===== config.mk =====
export PLATFORM = sky130hd
export DESIGN_NAME = imem_loader_flat
export DESIGN_NICKNAME = d
export VERILOG_FILES = /design/src/rtl/imem_loader_if.sv /design/src/rtl/imem_loader.sv /design/src/flat_wrapper.sv
export SDC_FILE = /design/constraint.sdc
export NUM_CORES = 1
export LEC_CHECK = 0
export CAP_MARGIN = 30
export CORE_MARGIN = 2
export CORE_UTILIZATION = 55
export DETAILED_ROUTE_END_ITERATION = 7
export MAX_ROUTING_LAYER = met4
export PLACE_DENSITY = 0.8
export SYNTH_ARGS = -nofsm -noshare
export SYNTH_HDL_FRONTEND = slang
export SYNTH_SLANG_ARGS = --single-unit

===== constraint.sdc =====
create_clock -name clk -period 3.5 [get_ports clk]
set_clock_uncertainty 0.1 [all_clocks]
set_input_delay 0.525 -clock clk [delete_from_list [all_inputs] [get_ports clk]]
set_output_delay 0.525 -clock clk [all_outputs]
set_load 0.005 [all_outputs]

===== src/rtl/imem_loader_if.sv =====
// imem_loader_if: valid/ready byte channel into the boot loader.
// master = byte source (valid, data); slave = loader (ready).
interface imem_loader_if;
  logic       in_valid;
  logic [7:0] in_data;
  logic       in_ready;

  modport master (
    output in_valid,
    output in_data,
    input  in_ready
  );

  modport slave (
    input  in_valid,
    input  in_data,
    output in_ready
  );
endinterface


===== src/rtl/imem_loader.sv =====
// imem_loader: packs a framed LE byte stream into imem words and
// holds the core in reset until a complete image has landed.
// Ports: clk, rst (sync, active high), start (arm pulse),
//   bus (imem_loader_if.slave byte channel), imem_we/imem_waddr/
//   imem_wdata (registered write port), core_rst, busy, done, err.
// Define IMEM_LOADER_CSUM_EN to require a trailing XOR checksum byte.
module imem_loader #(
  parameter int DEPTH  = 128,
  parameter int ADDR_W = 7
) (
  input  logic              clk,
  input  logic              rst,
  input  logic              start,
  imem_loader_if.slave      bus,
  output logic              imem_we,
  output logic [ADDR_W-1:0] imem_waddr,
  output logic [31:0]       imem_wdata,
  output logic              core_rst,
  output logic              busy,
  output logic              done,
  output logic              err
);

  typedef enum logic [2:0] {
    S_IDLE,
    S_LEN_LO,
    S_LEN_HI,
    S_DATA,
    S_CSUM,
    S_DONE,
    S_ERR
  } state_e;

  localparam logic [15:0] DEPTH16 = 16'(DEPTH);

  // Where the frame goes after the last payload byte (or N = 0).
`ifdef IMEM_LOADER_CSUM_EN
  localparam state_e TAIL_ST   = S_CSUM;
  localparam logic   TAIL_DONE = 1'b0;
`else
  localparam state_e TAIL_ST   = S_DONE;
  localparam logic   TAIL_DONE = 1'b1;
`endif

  state_e              state_q, state_d;
  logic [15:0]         len_q, len_d;
  logic [ADDR_W-1:0]   widx_q, widx_d;
  logic [1:0]          lane_q, lane_d;
  logic [23:0]         lanes_q, lanes_d;
  logic                we_q, we_d;
  logic [ADDR_W-1:0]   waddr_q, waddr_d;
  logic [31:0]         wdata_q, wdata_d;
  logic                done_q, done_d;
  logic                err_q, err_d;
`ifdef IMEM_LOADER_CSUM_EN
  logic [7:0]          csum_q, csum_d;
`endif

  logic        fire;
  logic [15:0] n_full;
  logic        last_word;

  assign busy = (state_q == S_LEN_LO) ||
                (state_q == S_LEN_HI) ||
                (state_q == S_DATA)   ||
                (state_q == S_CSUM);

  assign bus.in_ready = busy;
  assign fire         = bus.in_valid & busy;

  // Full word count as it completes on the LEN_HI byte.
  assign n_full    = {bus.in_data, len_q[7:0]};
  assign last_word = (16'(widx_q) == (len_q - 16'd1));

  always_comb begin
    state_d = state_q;
    len_d   = len_q;
    widx_d  = widx_q;
    lane_d  = lane_q;
    lanes_d = lanes_q;
    we_d    = 1'b0;
    waddr_d = waddr_q;
    wdata_d = wdata_q;
    done_d  = done_q;
    err_d   = err_q;
`ifdef IMEM_LOADER_CSUM_EN
    csum_d  = csum_q;
`endif
    unique case (state_q)
      S_IDLE, S_DONE, S_ERR: begin
        if (start) begin
          state_d = S_LEN_LO;
          len_d   = '0;
          done_d  = 1'b0;
          err_d   = 1'b0;
          widx_d  = '0;
          lane_d  = '0;
`ifdef IMEM_LOADER_CSUM_EN
          csum_d  = '0;
`endif
        end
      end
      S_LEN_LO: begin
        if (fire) begin
          len_d   = {8'h00, bus.in_data};
          state_d = S_LEN_HI;
        end
      end
      S_LEN_HI: begin
        if (fire) begin
          len_d = n_full;
          if (n_full > DEPTH16) begin
            state_d = S_ERR;
            err_d   = 1'b1;
          end else if (n_full == 16'd0) begin
            state_d = TAIL_ST;
            done_d  = TAIL_DONE;
          end else begin
            state_d = S_DATA;
          end
        end
      end
      S_DATA: begin
        if (fire) begin
`ifdef IMEM_LOADER_CSUM_EN
          csum_d = csum_q ^ bus.in_data;
`endif
          lane_d = lane_q + 2'd1;
          unique case (lane_q)
            2'd0: lanes_d[7:0]   = bus.in_data;
            2'd1: lanes_d[15:8]  = bus.in_data;
            2'd2: lanes_d[23:16] = bus.in_data;
            2'd3: begin
              we_d    = 1'b1;
              waddr_d = widx_q;
              wdata_d = {bus.in_data, lanes_q};
              widx_d  = widx_q + ADDR_W'(1);
              if (last_word) begin
                state_d = TAIL_ST;
                done_d  = TAIL_DONE;
              end
            end
            default: lanes_d = lanes_q;
          endcase
        end
      end
`ifdef IMEM_LOADER_CSUM_EN
      S_CSUM: begin
        if (fire) begin
          if (bus.in_data == csum_q) begin
            state_d = S_DONE;
            done_d  = 1'b1;
          end else begin
            state_d = S_ERR;
            err_d   = 1'b1;
          end
        end
      end
`endif
      default: state_d = S_IDLE;
    endcase
  end

  always_ff @(posedge clk) begin
    if (rst) begin
      state_q <= S_IDLE;
      len_q   <= '0;
      widx_q  <= '0;
      lane_q  <= '0;
      lanes_q <= '0;
      we_q    <= 1'b0;
      waddr_q <= '0;
      wdata_q <= '0;
      done_q  <= 1'b0;
      err_q   <= 1'b0;
`ifdef IMEM_LOADER_CSUM_EN
      csum_q  <= '0;
`endif
    end else begin
      state_q <= state_d;
      len_q   <= len_d;
      widx_q  <= widx_d;
      lane_q  <= lane_d;
      lanes_q <= lanes_d;
      we_q    <= we_d;
      waddr_q <= waddr_d;
      wdata_q <= wdata_d;
      done_q  <= done_d;
      err_q   <= err_d;
`ifdef IMEM_LOADER_CSUM_EN
      csum_q  <= csum_d;
`endif
    end
  end

  assign imem_we    = we_q;
  assign imem_waddr = waddr_q;
  assign imem_wdata = wdata_q;
  assign done       = done_q;
  assign err        = err_q;
  assign core_rst   = (state_q != S_DONE);

endmodule


===== src/flat_wrapper.sv =====
// flat-port wrapper written by rule: the top's interface ports become plain ports
module imem_loader_flat 
#(
  parameter int DEPTH  = 128,
  parameter int ADDR_W = 7
)
  (clk, rst, start, imem_we, imem_waddr, imem_wdata, core_rst, busy, done, err, bus_in_valid, bus_in_data, bus_in_ready);
  imem_loader_if bus_i ();
  input  logic clk;
  input  logic rst;
  input  logic start;
  output logic imem_we;
  output logic [ADDR_W-1:0] imem_waddr;
  output logic [31:0] imem_wdata;
  output logic core_rst;
  output logic busy;
  output logic done;
  output logic err;
  input wire logic [$bits(bus_i.in_valid)-1:0] bus_in_valid;
  input wire logic [$bits(bus_i.in_data)-1:0] bus_in_data;
  output wire logic [$bits(bus_i.in_ready)-1:0] bus_in_ready;
  assign bus_i.in_valid = bus_in_valid;
  assign bus_i.in_data = bus_in_data;
  assign bus_in_ready = bus_i.in_ready;
  imem_loader #(.DEPTH(DEPTH), .ADDR_W(ADDR_W)) u_core (.clk(clk), .rst(rst), .start(start), .bus(bus_i), .imem_we(imem_we), .imem_waddr(imem_waddr), .imem_wdata(imem_wdata), .core_rst(core_rst), .busy(busy), .done(done), .err(err));
endmodule

Word-level counts from Yosys, hierarchy flattened
Index checks and enable logic that the tools add are counted.
{"block": "classes", "reduce_logical": 24, "order_cmp": 1, "muxes": 32, "eq_ne": 20, "n_addsub": 3, "n_bitwise": 4}
{"operator": "two-way mux 16 bit", "n": 3}
{"operator": "one-hot mux 16 bit (3 select lines)", "n": 1}
{"operator": "two-way mux 3 bit", "n": 8}
{"operator": "two-way mux 7 bit", "n": 3}
{"operator": "equality test 7 x 16 -> 1 bit", "n": 1}
{"operator": "greater-than comparator 16 x 8 -> 1 bit (second input constant)", "n": 1}
{"operator": "zero test 16 bit", "n": 1}
{"operator": "AND reduction 4 bit", "n": 4}
{"operator": "subtractor 16 x 1 -> 16 bit (second input constant)", "n": 1}
{"operator": "AND reduction 3 bit", "n": 5}
{"operator": "one-hot mux 7 bit (2 select lines)", "n": 1}
{"operator": "one-hot mux 3 bit (4 select lines)", "n": 1}
{"operator": "two-way mux 1 bit", "n": 10}
{"operator": "inequality test 2 bit (second input constant)", "n": 5}
{"operator": "equality test 3 bit (second input constant)", "n": 3}
{"operator": "inequality test 2 x 1 -> 1 bit (second input constant)", "n": 4}
{"operator": "AND reduction 8 bit", "n": 1}
{"operator": "adder 7 x 1 -> 7 bit (second input constant)", "n": 1}
{"operator": "equality test 3 x 2 -> 1 bit (second input constant)", "n": 2}
{"operator": "AND reduction 6 bit", "n": 1}
{"operator": "nonzero test 2 bit", "n": 3}
{"operator": "nonzero test 3 bit", "n": 2}
{"operator": "OR reduction 3 bit", "n": 2}
{"operator": "equality test 2 bit (second input constant)", "n": 2}
{"operator": "13 further kinds", "n": 18}
{"block": "word_totals", "reg_bits": 94, "out_inout_bits": 45, "elab_cells": 97, "input_bits": 12}

Longest topological paths before layout
{"block": "depth", "depth_word": 7, "mapped_depth": 9, "ltp_nobuf": 8}

Worst setup path after synthesis
Ideal clock, no wire load.
{"block": "synth_timing", "kind": "register to register", "startpoint": "reg u_core.len_q[0]", "endpoint": "reg u_core.state_q[1]", "slack_ns": 1.060, "stages_incl_launch_ff": 10, "t_arrival_ns": 2.216, "period_less_slack_ns": 2.440, "n_path_buf": 1, "t_required_ns": 3.277, "setup_ns": 0.123, "path_cell_list": "dfxtp_1 inv_1 ha_1 or4b_1 buf_2 o21a_1 o311ai_4 o2111ai_1 o21ai_1 mux2_1"}
{"block": "synth_via", "elab_chain_cells": 5, "elab_cells_between_ends": 10, "cone_classes": "add/sub (1); order compare (1); eq/ne (2); mux (4); reduce/logical (2)"}
{"item": "start, declared", "line": "imem_loader.sv:46", "text": "logic [15:0] len_q, len_d;"}
{"item": "start signal, assigned", "line": "imem_loader.sv:181", "text": "len_q <= len_d;"}
{"item": "branches (longest 5 deep; another with subtractor 16 x 1 -> 16 bit)"}
{"item": "end signal, assigned", "line": "imem_loader.sv:180", "text": "state_q <= state_d;"}
{"item": "end, declared", "line": "imem_loader.sv:45", "text": "state_e state_q, state_d;"}
Parallel ways; which one is timed is not known. The select of a mux whose other input is x is not followed.
A chain may end at the register's enable or synchronous reset.

Worst setup path in the final report
Ends and elaborated chain as after synthesis.

==> Implementation_results.wiki <==
{| class="wikitable"
! Metric !! Value
|-
| TritonCTS clock tree || built
|-
| Final count of hold timing violations || 0
|-
| Pin count of the biggest net entering global routing || 55
|-
| Startpoint Class || register
|-
| Type of the setup path with the least slack || register to register
|-
| Worst path required time || 3.65 ns
|-
| Result of the run || completed
|-
| Vias per std cell || 5.697
|-
| Category of the worst setup path capture point || register
|-
| Final Routed Wirelength || 9975 um
|-
| Growth of design area from synthesis to finish || 18.80%
|-
| H-tree levels || 3
|-
| Number of detailed-route iterations in the first pass || 5
|-
| Post-cts gate resize count || 0
|-
| Worst skew pair latency || 0.37 ns
|-
| Worst Slack Setup Final || 0.7781 ns
|-
| Data arrival time at the worst-slack endpoint || 2.88 ns
|-
| IR Drop Worst-Case VDD || 0.0003640 V
|-
| Max-cap violations || 0
|-
| Cell at the root of the clock tree || sky130_fd_sc_hd__clkbuf_8
|-
| Cell area after synthesis || 4100 um2
|-
| Worst slew margin relative to its limit || 0.5223
|-
| Initial cell density of the core || 0.5653
|-
| Post-synthesis net count || 536
|-
| Die span in y || 90.34 um
|-
| Setup repair after global routing missed its margin || no
|-
| Number of distinct library cells after synthesis || 56
|-
| Vias || 3754
|-
| Detail Placement HPWL || 7213 um
|-
| Drt first-iter violations || 361
|-
| Overall die width || 90.34 um
|-
| Post-Route Setup TNS || 0 ns
|-
| Type of the most critical hold path || register to register
|-
| Clock-pin slew on the worst setup and hold paths || 0.10 ns
|-
| NumNets Final || 573
|-
| First-pass GRT wire length || 16830 um
|-
| Max FO, Critical Path || 7
|-
| CTS Hold Buffers Added || 0
|-
| Number of warnings issued by yosys || 0
|-
| Area of all placed cells without fillers || 4871 um2
|-
| Top-level port count || 57
|-
| Share of synthesized area occupied by flip-flops and latches || 0.4590
|-
| Die area || 8161 um2
|-
| Core Area || 7253 um2
|-
| Standard-cell rows || 31
|-
| Number of antenna violations at the first check in global routing || 0
|-
| Congestion Overflow GR || 0
|-
| GRT Total Usage || 0.2588
|-
| Leakage Power || 1.604 nW
|-
| Maximum clock insertion buffer count || 2
|-
| Filler cells || 631
|-
| Post-Synthesis Mean Instance Area || 7.915 um2
|-
| Buffers inserted during post-CTS setup optimization || 0
|-
| Ratio of total power to cell area || 504.8 nW/um2
|-
| Number of slew-limit violations in the final report || 0
|-
| Final Setup Violations || 0
|-
| Number of DRC violations after detailed routing || 0
|-
| Post-synthesis async set-or-reset flop share || 0
|-
| Slew @ Worst Pin || 0.7155 ns
|-
| Fmax || 367.4 MHz
|-
| Number of non-filler instances in the completed layout || 659
|-
| Time the worst path needs with I/O delays and setup || 2.722 ns
|-
| Setup slack after placement || 0.6778 ns
|-
| Ant. Diodes || 0
|-
| Fraction of final layout cells sized beyond drive strength 1 || 0.06250
|-
| Final clock period utilization by the worst path || 0.7777
|-
| Antenna Nets Post-Route || 0
|-
| Via count of the first global-routing pass || 3481
|-
| Leading register cell type out of synthesis || sky130_fd_sc_hd__dfxtp_1
|-
| Global placement routability congestion || 0.9234
|-
| Syn Inst Count || 518
|-
| Port Buffer Count || 56
|-
| Area after DPL || 4683 um2
|-
| Sinks on Clock Net || 94
|-
| DR WL/cell || 15.14 um
|-
| Number of buffers created by CTS || 9
|-
| EDFF count, synth || 0
|-
| Seq cells post-synth || 94
|-
| Cell total after placement || 643
|}
[cell type report]
type	instances	area, um2	area share
inverters	7	26.28	0.005394
multi-input cells	379	2036	0.4179
repair buffers	64	615.6	0.1264
clock inverters	7	63.81	0.01310
flip-flops and latches	94	1882	0.3863
clock buffers	9	123.9	0.02543
well taps	99	123.9	0.02543
[worst max-delay path, stage by stage, from the launching register on]
cell and delay, ns:
sky130_fd_sc_hd__dfxtp_1 0.37, sky130_fd_sc_hd__inv_1 0.07, sky130_fd_sc_hd__ha_1 0.25, sky130_fd_sc_hd__or4b_1 0.60
sky130_fd_sc_hd__o21a_1 0.25, sky130_fd_sc_hd__o311ai_4 0.29, sky130_fd_sc_hd__o2111ai_1 0.17, sky130_fd_sc_hd__o21ai_1 0.18
sky130_fd_sc_hd__mux2_1 0.33
[synthesized netlist by cell type, drive strengths merged, types with 2 or more instances]
library cell    n  area share
a21oi          82        0.10
nand2         126        0.12
a21o            2      0.0037
buf             7      0.0098
mux2            2      0.0055
or3             3      0.0046
nand3          36       0.044
dfxtp          94        0.46
a22oi          11       0.020
or4             3      0.0055
xor2            8       0.017
nor2b           3      0.0046
o2111ai         2      0.0043
nand3b          2      0.0037
a22o            2      0.0043
xnor2           7       0.015
inv             7      0.0064
or3b            2      0.0043
clkbuf         31       0.028
nor4b           2      0.0043
ha              6       0.018
nand4b          2      0.0043
and3            2      0.0031
o21ai           3      0.0037
o41ai           2      0.0061
nand2b          4      0.0061
nor4            3      0.0046
nor2           26       0.024
nand4           4      0.0061
o21a            2      0.0037
o211ai          2      0.0037
nor3           13       0.017
[final timing paths]
kind                     start                    to  cells past startpoint  slack, ns
min          u_core.lanes_q[7]  u_core.imem_wdata[7]                      2       0.35
max            u_core.len_q[0]     u_core.state_q[1]                      8       0.78
max reg2reg    u_core.len_q[0]     u_core.state_q[1]                      8       0.78
min reg2reg  u_core.lanes_q[7]  u_core.imem_wdata[7]                      2       0.35
[per-layer routing]
| metal | GRT usage | wire (um) | vias up |
|---|---|---|---|
| met4 | 0.09615 | 137 | 0 |
| met2 | 0.4279 | 4941 | 126 |
| li1 | - | - | 1860 |
| met3 | 0.03923 | 618 | 14 |
| met1 | 0.3225 | 4278 | 1754 |
| met5 | - | 0 | - |
[placed cells by master, fill, tap and decap left out, types with 2 or more instances in the layout]
cell type                         instances
sky130_fd_sc_hd__a21o_1                   2
sky130_fd_sc_hd__a21oi_1                 82
sky130_fd_sc_hd__a22o_1                   2
sky130_fd_sc_hd__a22oi_1                 11
sky130_fd_sc_hd__and3_1                   2
sky130_fd_sc_hd__buf_4                    8
sky130_fd_sc_hd__clkbuf_8                 9
sky130_fd_sc_hd__clkdlybuf4s50_1         55
sky130_fd_sc_hd__dfxtp_1                 94
sky130_fd_sc_hd__ha_1                     6
sky130_fd_sc_hd__inv_1                    7
sky130_fd_sc_hd__inv_8                    3
sky130_fd_sc_hd__nand2_1                126
sky130_fd_sc_hd__nand2b_1                 4
sky130_fd_sc_hd__nand3_1                 36
sky130_fd_sc_hd__nand3b_1                 2
sky130_fd_sc_hd__nand4_1                  4
sky130_fd_sc_hd__nand4b_1                 2
sky130_fd_sc_hd__nor2_1                  26
sky130_fd_sc_hd__nor2b_1                  3
sky130_fd_sc_hd__nor3_1                  12
sky130_fd_sc_hd__nor4_1                   3
sky130_fd_sc_hd__nor4b_1                  2
sky130_fd_sc_hd__o2111ai_1                2
sky130_fd_sc_hd__o211ai_1                 2
sky130_fd_sc_hd__o21a_1                   2
sky130_fd_sc_hd__o21ai_0                  2
sky130_fd_sc_hd__or3_1                    3
sky130_fd_sc_hd__or3b_2                   2
sky130_fd_sc_hd__or4_1                    3
sky130_fd_sc_hd__xnor2_1                  7
sky130_fd_sc_hd__xor2_1                   8
[cells by family after synthesis]
group,count (synthesis),share of synthesized area
flops,94,0.4590
fa+ha+maj,6,0.01831
simple gates,236,0.2606
buf+inv,45,0.04455
xor+xnor,15,0.03204
mux,3,0.007934
compound gates,119,0.1776
[state kept, by name, summed over array words and instances (netlist names)]
name / count
u_core.lanes_q: 24
u_core.imem_waddr: 7
u_core.lane_q: 2
u_core.imem_wdata: 32
u_core.done: 1
u_core.widx_q: 7
u_core.state_q: 3
u_core.err: 1
u_core.imem_we: 1
u_core.len_q: 16
[per-stage QoR]
step / hold WS, ns / utilization / power (mW)
CTS: 0.3455 / 0.6716 / 2.455
floorplan: 0.3316 / - / 1.615
detailed placement: 0.3404 / 0.6457 / 1.780
finish: 0.3471 / 0.6716 / 2.459
global placement: 0.3394 / 0.6457 / 1.756
global route: 0.3697 / 0.6716 / 2.577
[power by group]
part           leakage [nW]  total (mW)  switching [mW]  internal (mW)
registers             0.758        1.19          0.0788           1.11
logic                 0.750       0.580           0.345          0.235
clock network        0.0956       0.693           0.417          0.276
Power figures use the tool's default switching activity.
